===== config.mk =====
export PLATFORM = sky130hd
export DESIGN_NAME = mw_add_ctrl
export DESIGN_NICKNAME = d
export VERILOG_FILES = /design/src/rtl/mw_add_ctrl.sv
export SDC_FILE = /design/constraint.sdc
export NUM_CORES = 1
export LEC_CHECK = 0
export CORE_MARGIN = 2
export CORE_UTILIZATION = 50
export DETAILED_ROUTE_END_ITERATION = 8
export GPL_ROUTABILITY_DRIVEN = 0
export PLACE_DENSITY_LB_ADDON = 0.08
export SETUP_SLACK_MARGIN = 0.3
export SYNTH_ARGS = -nofsm -noshare
export SYNTH_HDL_FRONTEND = slang
export SYNTH_SLANG_ARGS = --single-unit
export TNS_END_PERCENT = 1

===== constraint.sdc =====
create_clock -name clk -period 5.9 [get_ports clk]
set_clock_uncertainty 0.2 [all_clocks]
set_input_delay 0.885 -clock clk [delete_from_list [all_inputs] [get_ports clk]]
set_output_delay 0.885 -clock clk [all_outputs]
set_load 0.03 [all_outputs]

===== src/rtl/mw_add_ctrl.sv =====
// mw_add_ctrl: multi-word add/subtract that reuses one 16-bit carry slice, least-significant limb first.
module mw_add_ctrl #(
  parameter int NW = 4
) (
  input  logic            clk,
  input  logic            rst_n,
  input  logic            clr,
  input  logic            in_valid,
  output logic            in_ready,
  input  logic [16*NW-1:0] a,
  input  logic [16*NW-1:0] b,
  input  logic            sub,
  output logic            out_valid,
  input  logic            out_ready,
  output logic [16*NW-1:0] z,
  output logic            sign,
  output logic            zero,
  output logic            carry,
  output logic            parity,
  output logic            overflow,
  output logic            busy
);
  localparam int W = 16*NW;
  localparam int KW = $clog2(NW);
  typedef enum logic [1:0] {IDLE, RUN, DONE} state_t;
  state_t state_q, state_d;
  logic [KW-1:0] k_q, k_d;
  logic [W-1:0] a_q, a_d, b_q, b_d, z_q, z_d;
  logic c_q, c_d, nz_q, nz_d, odd_q, odd_d, ovf_q, ovf_d;
  logic [16:0] sum;
  logic done;
  always_comb begin
    state_d = state_q;
    k_d = k_q;
    c_d = c_q;
    a_d = a_q;
    b_d = b_q;
    z_d = z_q;
    nz_d = nz_q;
    odd_d = odd_q;
    ovf_d = ovf_q;
    sum = {1'b0, a_q[16*k_q +: 16]} + {1'b0, b_q[16*k_q +: 16]} + {16'b0, c_q};
    if (clr) state_d = IDLE;
    else case (state_q)
      IDLE: if (in_valid) begin
        a_d = a;
        b_d = sub ? ~b : b;
        c_d = sub;
        k_d = '0;
        nz_d = 1'b0;
        odd_d = 1'b0;
        state_d = RUN;
      end
      RUN: begin
        z_d[16*k_q +: 16] = sum[15:0];
        c_d = sum[16];
        nz_d = nz_q | (|sum[15:0]);
        odd_d = odd_q ^ (^sum[15:0]);
        k_d = k_q + KW'(1);
        if (k_q == KW'(NW-1)) begin
          state_d = DONE;
          k_d = '0;
          ovf_d = (a_q[W-1] == b_q[W-1]) && (sum[15] != a_q[W-1]);
        end
      end
      DONE: if (out_ready) state_d = IDLE;
      default: state_d = IDLE;
    endcase
  end
  always_ff @(posedge clk or negedge rst_n) begin
    if (!rst_n) begin
      state_q <= IDLE;
      k_q <= '0;
      c_q <= 1'b0;
      a_q <= '0;
      b_q <= '0;
      z_q <= '0;
      nz_q <= 1'b0;
      odd_q <= 1'b0;
      ovf_q <= 1'b0;
    end else begin
      state_q <= state_d;
      k_q <= k_d;
      c_q <= c_d;
      a_q <= a_d;
      b_q <= b_d;
      z_q <= z_d;
      nz_q <= nz_d;
      odd_q <= odd_d;
      ovf_q <= ovf_d;
    end
  end
  // flags read as zero until a complete result is presented
  assign done = state_q == DONE;
  assign in_ready = state_q == IDLE;
  assign out_valid = done;
  assign busy = !in_ready;
  assign z = z_q;
  assign sign = done & z_q[W-1];
  assign zero = done & ~nz_q;
  assign carry = done & c_q;
  assign parity = done & ~odd_q;
  assign overflow = done & ovf_q;
endmodule


[Word level (Yosys, flattened, before mapping)]
Index checks and enable logic that the tools add are counted.
Storage, ports and cells
  register bits: 200
  bits of input ports: 134
  output and inout bits: 72
  word-level logic and storage cells: 63
Cells by class
  add/subtract/negate cells: 4
  eq/ne operators: 9
  shift-type cells: 4
  mux-type cells: 15
  bitwise logic cells: 11
  reduce and logical (&&, ||, !) cells: 11
Operators with widths (number)
  $shiftx A64 B7 Y16: 2
  $bwmux W64: 1
  $mux W64: 1
  $not A64 Y64: 1
  $shift A16 B34 Y64 const A: 1
  $shiftx A16 B34 Y64: 1
  $neg A6 Y34: 1
  $add A16 B16 Y17: 1
  $add A17 B1 Y17: 1
  $reduce_or A16 Y1: 1
  $reduce_xor A16 Y1: 1
  $mux W2: 6
  $reduce_and A3 Y1: 4
  $ne A3 B3 Y1 const B: 3
  $pmux W1 S2: 3
  $pmux W2 S3: 1
  $and A1 B1 Y1: 5
  $eq A2 B2 Y1 const B: 2
  $pmux W2 S2: 1
  $not A1 Y1: 3
  $add A2 B1 Y2 const B: 1
  $eq A2 B1 Y1 const B: 1
  $logic_not A2 Y1: 1
  $mux W1: 2
  other kinds (9): 9

[Depth between registers and ports, before layout]
Gate-level depths: netlist (run 1).
  depth in word-level cells: 6
  gate-level depth with buffers: 19
  depth with buffers taken out: 17

[Least setup slack after synthesis (run 1)]
Ideal clock, no wire load.
  kind: reg-to-reg
  start: register k_q[0]
  end: register odd_q
  library setup time: 121 ps
  arrival time: 4496 ps
  data required time: 5579 ps
  slack: 1083 ps
  stages on the path, launching flop included: 20
  buffers on the path: 2
  clock period less this slack: 4817 ps
  cells stage by stage: dfrtp_1 -> clkbuf_1 -> buf_2 -> mux4_2 -> fa_1 -> inv_1 -> fa_1 -> nor2b_1 -> o31ai_4 -> a21oi_2 -> o21a_1 -> o21ai_0 -> nand2_1 -> ha_1 -> xnor2_1 -> xnor2_1 -> xnor2_1 -> nor4_1 -> a21o_1 -> a22o_1
Between the ends
  cells in the longest elaborated chain, start to end: 6
Ends and longest elaborated chain
  from (decl): RTL line 27  | logic [KW-1:0] k_q, k_d;
  from (signal assigned): RTL line 83  | k_q <= k_d;
  $shiftx A64 B7 Y16: RTL line 42  | sum = {1'b0, a_q[16*k_q +: 16]} + {1'b0, b_q[16*k_q +: 16]} + {16'b0, c_q};
  $add A16 B16 Y17 (*): RTL line 42
  $add A17 B1 Y17 (*): RTL line 42
  $reduce_xor A16 Y1 (*): RTL line 58  | odd_d = odd_q ^ (^sum[15:0]);
  $xor A1 B1 Y1 (*): RTL line 58
  $pmux W1 S2 (*): RTL line 44  | else case (state_q)
  to (signal assigned): RTL line 79  | odd_q <= 1'b0;
  to (signal assigned): RTL line 89  | odd_q <= odd_d;
  to (decl): RTL line 29  | logic c_q, c_d, nz_q, nz_d, odd_q, odd_d, ovf_q, ovf_d;
Mark *: on every way between the ends. The rest lies on a longest branch, timed or not.
A chain may end at the register's enable or synchronous reset.

[Worst setup path after layout (run 1)]
Same ends and word-level chain as after synthesis.

==> flow_metrics.env, run 1 <==
export IMPL_drc=0
export IMPL_nets=1196
export IMPL_routed_via_density=5.44
export IMPL_final_common_cell="clkdlybuf4s50_1"
export IMPL_dpl_hpwl_um=18400
export IMPL_synthToLayoutAreaGrowth_pct=28.8
export IMPL_p_leak_nw=5.15
export IMPL_clkSlewWorstSetupHoldPaths_ns=0.08
export IMPL_grt_busiest_layer="met2"
export IMPL_cp_end_kind="register"
export IMPL_avgSynthCellArea_um2=11.6
export IMPL_htreeDepth=4
export IMPL_crit_chain="buf_4 -> mux4_2 -> ha_1 -> a21oi_1 -> a211oi_2 -> o21bai_1 -> a21oi_1 -> o21ai_0 -> nand2_1 -> ha_1 -> xnor2_1 -> xnor2_1 -> xnor2_1 -> nor4_1 -> a21o_1 -> a22o_1"
export IMPL_r2r_start="k_q[0]$_DFFE_PN0P_"
export IMPL_status="finished clean"
export IMPL_finalCoreUtilization=0.653
export IMPL_dr_pass1_iters=5
export IMPL_portBuffers=205
export IMPL_syn_nets=1010
export IMPL_final_cell_mix="clkdlybuf4s50_1 (203), dfrtp_1 (198), nor2_1 (81)"
export IMPL_clock_latency_ns=0.44
export IMPL_synth_ff_type="dfrtp_1"
export IMPL_cp_common_cell="xnor2_1"
export IMPL_worstPathRequired_ns=6.02
export IMPL_crit_fanout=17
export IMPL_finalSetupViolCount=0
export IMPL_rrSetupSlack_ns=0.95
export IMPL_cts_root_buf="clkbuf_16"
export IMPL_fin_crit_sh=0.839
export IMPL_rows=51
export IMPL_cp_slowest_stage_delay_ns=0.64
export IMPL_vias=7123
export IMPL_hold_path_endpoint="z[60]$_DFFE_PN0P_"
export IMPL_cts_resized=0
export IMPL_finalHoldViolCount=0
export IMPL_synthCells=845
export IMPL_chipHeight_um=144
export IMPL_synth_warnings=0
export IMPL_grt_max_degree=144
export IMPL_syn_cell_area_um2=9830
export IMPL_initial_core_util=0.507
export IMPL_setup_tns_final_ns=0
export IMPL_grt_pass1_vias=7036
export IMPL_r2r_cells=16
export IMPL_grt_pass1_wl_um=38400
export IMPL_use_met1=0.329
export IMPL_cts_buffers=17
export IMPL_ys_seq_area_frac=0.509
export IMPL_worstPathArrival_ns=5.08
export IMPL_worstReg2RegEnd="odd_q$_DFFE_PN0P_"
export IMPL_whs_path_depth=2
export IMPL_fp_dieW_um=144
export IMPL_cts_hold_buf=0
export IMPL_cp_slowest_cell="o21ai_0"
export IMPL_synthArstFlopShare=1.00
export IMPL_worstSetupPathType="register to register"
export IMPL_cts_buffer_depth=2
export IMPL_finalMaxSlewViolations=0
export IMPL_drtAntennaViolNets=0
export IMPL_wire_per_inst_um=18.8
export IMPL_min_from="z[60]$_DFFE_PN0P_"
export IMPL_design_area_um2=12700
export IMPL_wl_um=24600
export IMPL_relSlewSlack=0.320
export IMPL_die_area_um2=20800
export IMPL_layout_min_cycle_time_ns=4.95
export IMPL_max_freq_mhz=202
export IMPL_drive_above_1_share=0.144
export IMPL_tightest_slew_ns=1.02
export IMPL_worst_hold_path_type="register to register"
export IMPL_overflow=0
export IMPL_synth_edf_count=0
export IMPL_diodes=0
export IMPL_maxCapViolations=0
export IMPL_use_met3=0.0414
export IMPL_synth_distinct_cells=55
export IMPL_power_mw=6.70
export IMPL_irDropWorstVdd_v=0.000507
export IMPL_antenna_found_initial=0
export IMPL_io_pins=206
export IMPL_cts_setup_buffers=0
export IMPL_grt_use_met2=0.409
export IMPL_coreArea_um2=19400
export IMPL_cts_tree="yes"
export IMPL_drt_iter0_drc=335
export IMPL_ys_seq_elements=200
export IMPL_rsz0062_at_grt="false"
export IMPL_clkSinkCount=200
export IMPL_power_density_nw_per_um2=529
export IMPL_cp_start_kind="register"
export IMPL_place_area_um2=12100
export IMPL_grt_total_usage=0.246
==> logic make-up after synthesis <==
logic type                 synth area share
adders and majority gates            0.0410
and+or+nand+nor                      0.0793
buffers and inverters                0.0309
xor gates and xnor gates             0.0723
muxes                                 0.148
DFF                                   0.509
AOI/OAI and AO/OA                     0.120
==> cell usage after synthesis (3+ instances only) <==
| master | n | area (um2) |
|---|---|---|
| buf_2 | 21 | 105 |
| a32o_1 | 8 | 80.1 |
| o21ai_1 | 4 | 20.0 |
| a21o_1 | 7 | 52.6 |
| nand2b_1 | 4 | 25.0 |
| nor2_1 | 81 | 304 |
| ha_1 | 29 | 363 |
| and2_1 | 5 | 31.3 |
| or3_1 | 4 | 25.0 |
| inv_1 | 22 | 82.6 |
| dfrtp_1 | 200 | 5000 |
| a211oi_1 | 5 | 37.5 |
| xnor2_1 | 74 | 648 |
| o21ai_0 | 49 | 245 |
| a22o_1 | 18 | 158 |
| clkbuf_1 | 16 | 60.1 |
| nand3_1 | 4 | 20.0 |
| mux2_2 | 64 | 721 |
| nor3_1 | 5 | 25.0 |
| xor2_1 | 4 | 35.0 |
| mux4_2 | 32 | 721 |
| nand2_1 | 65 | 244 |
| o21bai_1 | 3 | 22.5 |
| buf_4 | 7 | 52.6 |
| a21oi_1 | 76 | 380 |
| nand4_1 | 5 | 31.3 |
==> report_power, final <==
| group | switching, mW | internal [mW] |
|---|---|---|
| Clock | 0.551 | 0.631 |
| Sequential | 0.222 | 1.67 |
| Combinational | 2.01 | 1.61 |
| Total | 2.78 | 3.92 |
==> per-layer routing <==
| layer | up-vias | wire (um) |
|---|---|---|
| li1 | 3368 | - |
| met1 | 3495 | 10600 |
| met2 | 220 | 12200 |
| met3 | 40 | 1230 |
| met4 | 0 | 621 |
| met5 | - | 0 |
==> worst max-delay path, delay by kind of cell (launching register included) <==
kind	cells	cell delay, ns
buffers and inverters	1	0.39
adder cells (fa/ha/maj)	2	0.66
multiplexers	1	0.54
XOR/XNOR	3	0.53
flip-flops	1	0.56
AND/OR/NAND/NOR	2	0.19
AO/OA/AOI/OAI	7	1.77
==> area by class of cell <==
cell class,count,area [um2]
well taps,265,332
clock buffers,20,467
multi-input cells,578,4530
inverters,22,82.6
flip-flops and latches,200,5010
repair buffers,212,2120
fillers,1584,6730
clock inverters,12,131
==> flip-flops by register name (all words and copies together), names as in the netlist <==
name and flops:
a_q 64, b_q 64, c_q 1, k_q 2, nz_q 1, odd_q 1, ovf_q 1, state_q 2
z 64
==> worst max path at each step <==
stage                       start           endpoint  slack [ns]  cells past startpoint
2_1_floorplan  k_q[0]$_DFFE_PN0P_  odd_q$_DFFE_PN0P_        1.08                     19
3_3_place_gp   k_q[0]$_DFFE_PN0P_  odd_q$_DFFE_PN0P_        1.11                     16
3_5_place_dp   k_q[0]$_DFFE_PN0P_  odd_q$_DFFE_PN0P_         1.0                     16
4_1_cts        k_q[0]$_DFFE_PN0P_  odd_q$_DFFE_PN0P_        0.97                     16
5_1_grt        k_q[0]$_DFFE_PN0P_  odd_q$_DFFE_PN0P_        0.53                     16
6_report       k_q[0]$_DFFE_PN0P_  odd_q$_DFFE_PN0P_        0.95                     16
==> per-stage QoR <==
| step | cells | hold slack [ns] | setup WS, ns |
|---|---|---|---|
| floorplan | 845 | 0.241 | 1.08 |
| global placement | 1277 | 0.262 | 1.11 |
| detailed placement | 1277 | 0.271 | 0.998 |
| CTS | 1309 | 0.289 | 0.966 |
| global route | 1309 | 0.303 | 0.533 |
| finish | 1309 | 0.281 | 0.949 |
Power figures use the tool's default switching activity.
==> run 2, diff against run 1 <==
Clock period 5.9 ns to 5 ns, I/O delays scaled along.
==> flow_metrics.env, run 2 (synthesis results as in run 1) <==
export IMPL_antenna_found_initial=0
export IMPL_drt_iter0_drc=366
export IMPL_fp_dieW_um=144
export IMPL_coreArea_um2=19400
export IMPL_p_leak_nw=5.20
export IMPL_cp_start_kind="register"
export IMPL_power_density_nw_per_um2=631
export IMPL_io_pins=206
export IMPL_wl_um=24200
export IMPL_vias=7186
export IMPL_r2r_start="k_q[0]$_DFFE_PN0P_"
export IMPL_multi_input_area_um2=4550
export IMPL_portBuffers=205
export IMPL_tightest_slew_ns=1.01
export IMPL_num_fill_cells=1529
export IMPL_finalSetupViolCount=0
export IMPL_die_area_um2=20800
export IMPL_seqPwrFrac=0.276
export IMPL_layout_min_cycle_time_ns=4.52
export IMPL_place_worst_setup_slack_ns=0.393
export IMPL_rrSetupSlack_ns=0.48
export IMPL_regArea_um2=5010
export IMPL_drtAntennaViolNets=0
export IMPL_finalHoldViolCount=0
export IMPL_irDropWorstVdd_v=0.000888
export IMPL_clkSinkCount=200
export IMPL_r2r_cells=18
export IMPL_setup_ws_ns=0.477
export IMPL_synthToLayoutAreaGrowth_pct=29.9
export IMPL_grt_max_degree=193
export IMPL_p_comb_frac=0.562
export IMPL_maxCapViolations=0
export IMPL_crit_fanout=5
export IMPL_power_mw=8.05
export IMPL_dpl_hpwl_um=17900
export IMPL_grt_total_usage=0.241
export IMPL_grt_pass1_wl_um=38000
export IMPL_rsz0062_at_grt="false"
export IMPL_wire_per_inst_um=18.3
export IMPL_dr_pass1_iters=5
export IMPL_p_sw_mw=3.32
export IMPL_worstSetupPathType="register to register"
export IMPL_intPower_mw=4.73
export IMPL_design_area_um2=12800
export IMPL_grt_pass1_vias=7096
export IMPL_rows=51
export IMPL_worst_hold_path_type="input port to asynchronous set/reset pin"
export IMPL_relSlewSlack=0.326
export IMPL_nets=1211
export IMPL_overflow=0
export IMPL_worstPathRequired_ns=5.12
export IMPL_chipHeight_um=144
export IMPL_clkPwrFrac=0.162
export IMPL_routed_via_density=5.43
export IMPL_cts_tree="yes"
export IMPL_setup_tns_final_ns=0
export IMPL_switching_share=0.412
export IMPL_drive_above_1_share=0.155
export IMPL_status="finished clean"
export IMPL_drc=0
export IMPL_final_cell_mix="clkdlybuf4s50_1 (203), dfrtp_1 (198), nor2_1 (81)"
export IMPL_finalMaxSlewViolations=0
export IMPL_cts_buffers=17
export IMPL_htreeDepth=4
export IMPL_crit_start="k_q[0]$_DFFE_PN0P_"
export IMPL_initial_core_util=0.507
export IMPL_clkSlewWorstSetupHoldPaths_ns=0.07
export IMPL_worstPathArrival_ns=4.65
export IMPL_endpoint="odd_q$_DFFE_PN0P_"
export IMPL_fin_crit_sh=0.905
export IMPL_cts_buffer_depth=2
export IMPL_worstReg2RegEnd="odd_q$_DFFE_PN0P_"
export IMPL_max_freq_mhz=221
export IMPL_final_common_cell="clkdlybuf4s50_1"
export IMPL_diodes=0
export IMPL_cts_root_buf="clkbuf_16"
export IMPL_place_area_um2=12100
export IMPL_cp_end_kind="register"
export IMPL_clock_latency_ns=0.43
run 2: through the flow:
| step | util | cells | hold WS, ns |
|---|---|---|---|
| 3_5_place_dp | 0.626 | 1287 | 0.269 |
| 4_1_cts | 0.655 | 1318 | 0.236 |
| 6_report | 0.658 | 1323 | 0.218 |
| 2_1_floorplan | - | 845 | 0.241 |
| 5_1_grt | 0.658 | 1323 | 0.271 |
| 3_3_place_gp | 0.626 | 1287 | 0.263 |
run 2: worst min path at each step:
stage | startpoint | to | slack (ns) | depth (start not counted)
floorplan | ovf_q$_DFFE_PN0P_ | ovf_q$_DFFE_PN0P_ | 0.24 | 2
detailed placement | z[50]$_DFFE_PN0P_ | z[50]$_DFFE_PN0P_ | 0.27 | 2
CTS | rst_n | z[37]$_DFFE_PN0P_ | 0.24 | 1
global route | rst_n | z[34]$_DFFE_PN0P_ | 0.27 | 1
global placement | z[48]$_DFFE_PN0P_ | z[48]$_DFFE_PN0P_ | 0.26 | 2
finish | rst_n | z[37]$_DFFE_PN0P_ | 0.22 | 1
run 2: cell type report:
cell class              instances  area share
flip-flops and latches        200       0.392
multi-input cells             578       0.356
repair buffers                227       0.176
clock buffers                  19      0.0347
well taps                     265      0.0260
clock inverters                12     0.00872
inverters                      22     0.00647
run 2: repair_timing:
item	CTS	global route
hold buffers	0	0
endpoints found under the setup margin	0	1
buffers inserted	0	5
hold endpoints to repair	0	0
gates resized for setup	0	6
run 2: power by group through the flow:
stage	Clock, mW	Combinational (mW)	Sequential, mW
after floorplan	0	2.90	2.37
after global placement	0	4.28	2.26
after detailed placement	0	4.38	2.26
after CTS	1.33	4.40	2.23
after global routing	1.40	4.91	2.26
final	1.31	4.53	2.22
run 2: metal layers:
layer	vias to the layer above	global-route usage	share of wire
li1	3383	-	-
met1	3534	0.326	0.43
met2	242	0.401	0.50
met3	27	0.0414	0.054
met4	0	0.0731	0.018
met5	-	0	0
run 2: critical path, stage by stage, from the launching register on:
cell and delay, ns:
dfrtp_4 0.43, clkbuf_4 0.19, mux4_2 0.52, fa_1 0.40, inv_1 0.08, fa_1 0.20, nor2b_1 0.09, o31ai_4 0.32
a21oi_2 0.15, o21a_1 0.21, or3_4 0.37, nand2_1 0.09, ha_1 0.23, xnor2_1 0.20, xnor2_1 0.15, xnor2_1 0.16
nor4_1 0.07, a21o_1 0.16, a22o_1 0.17
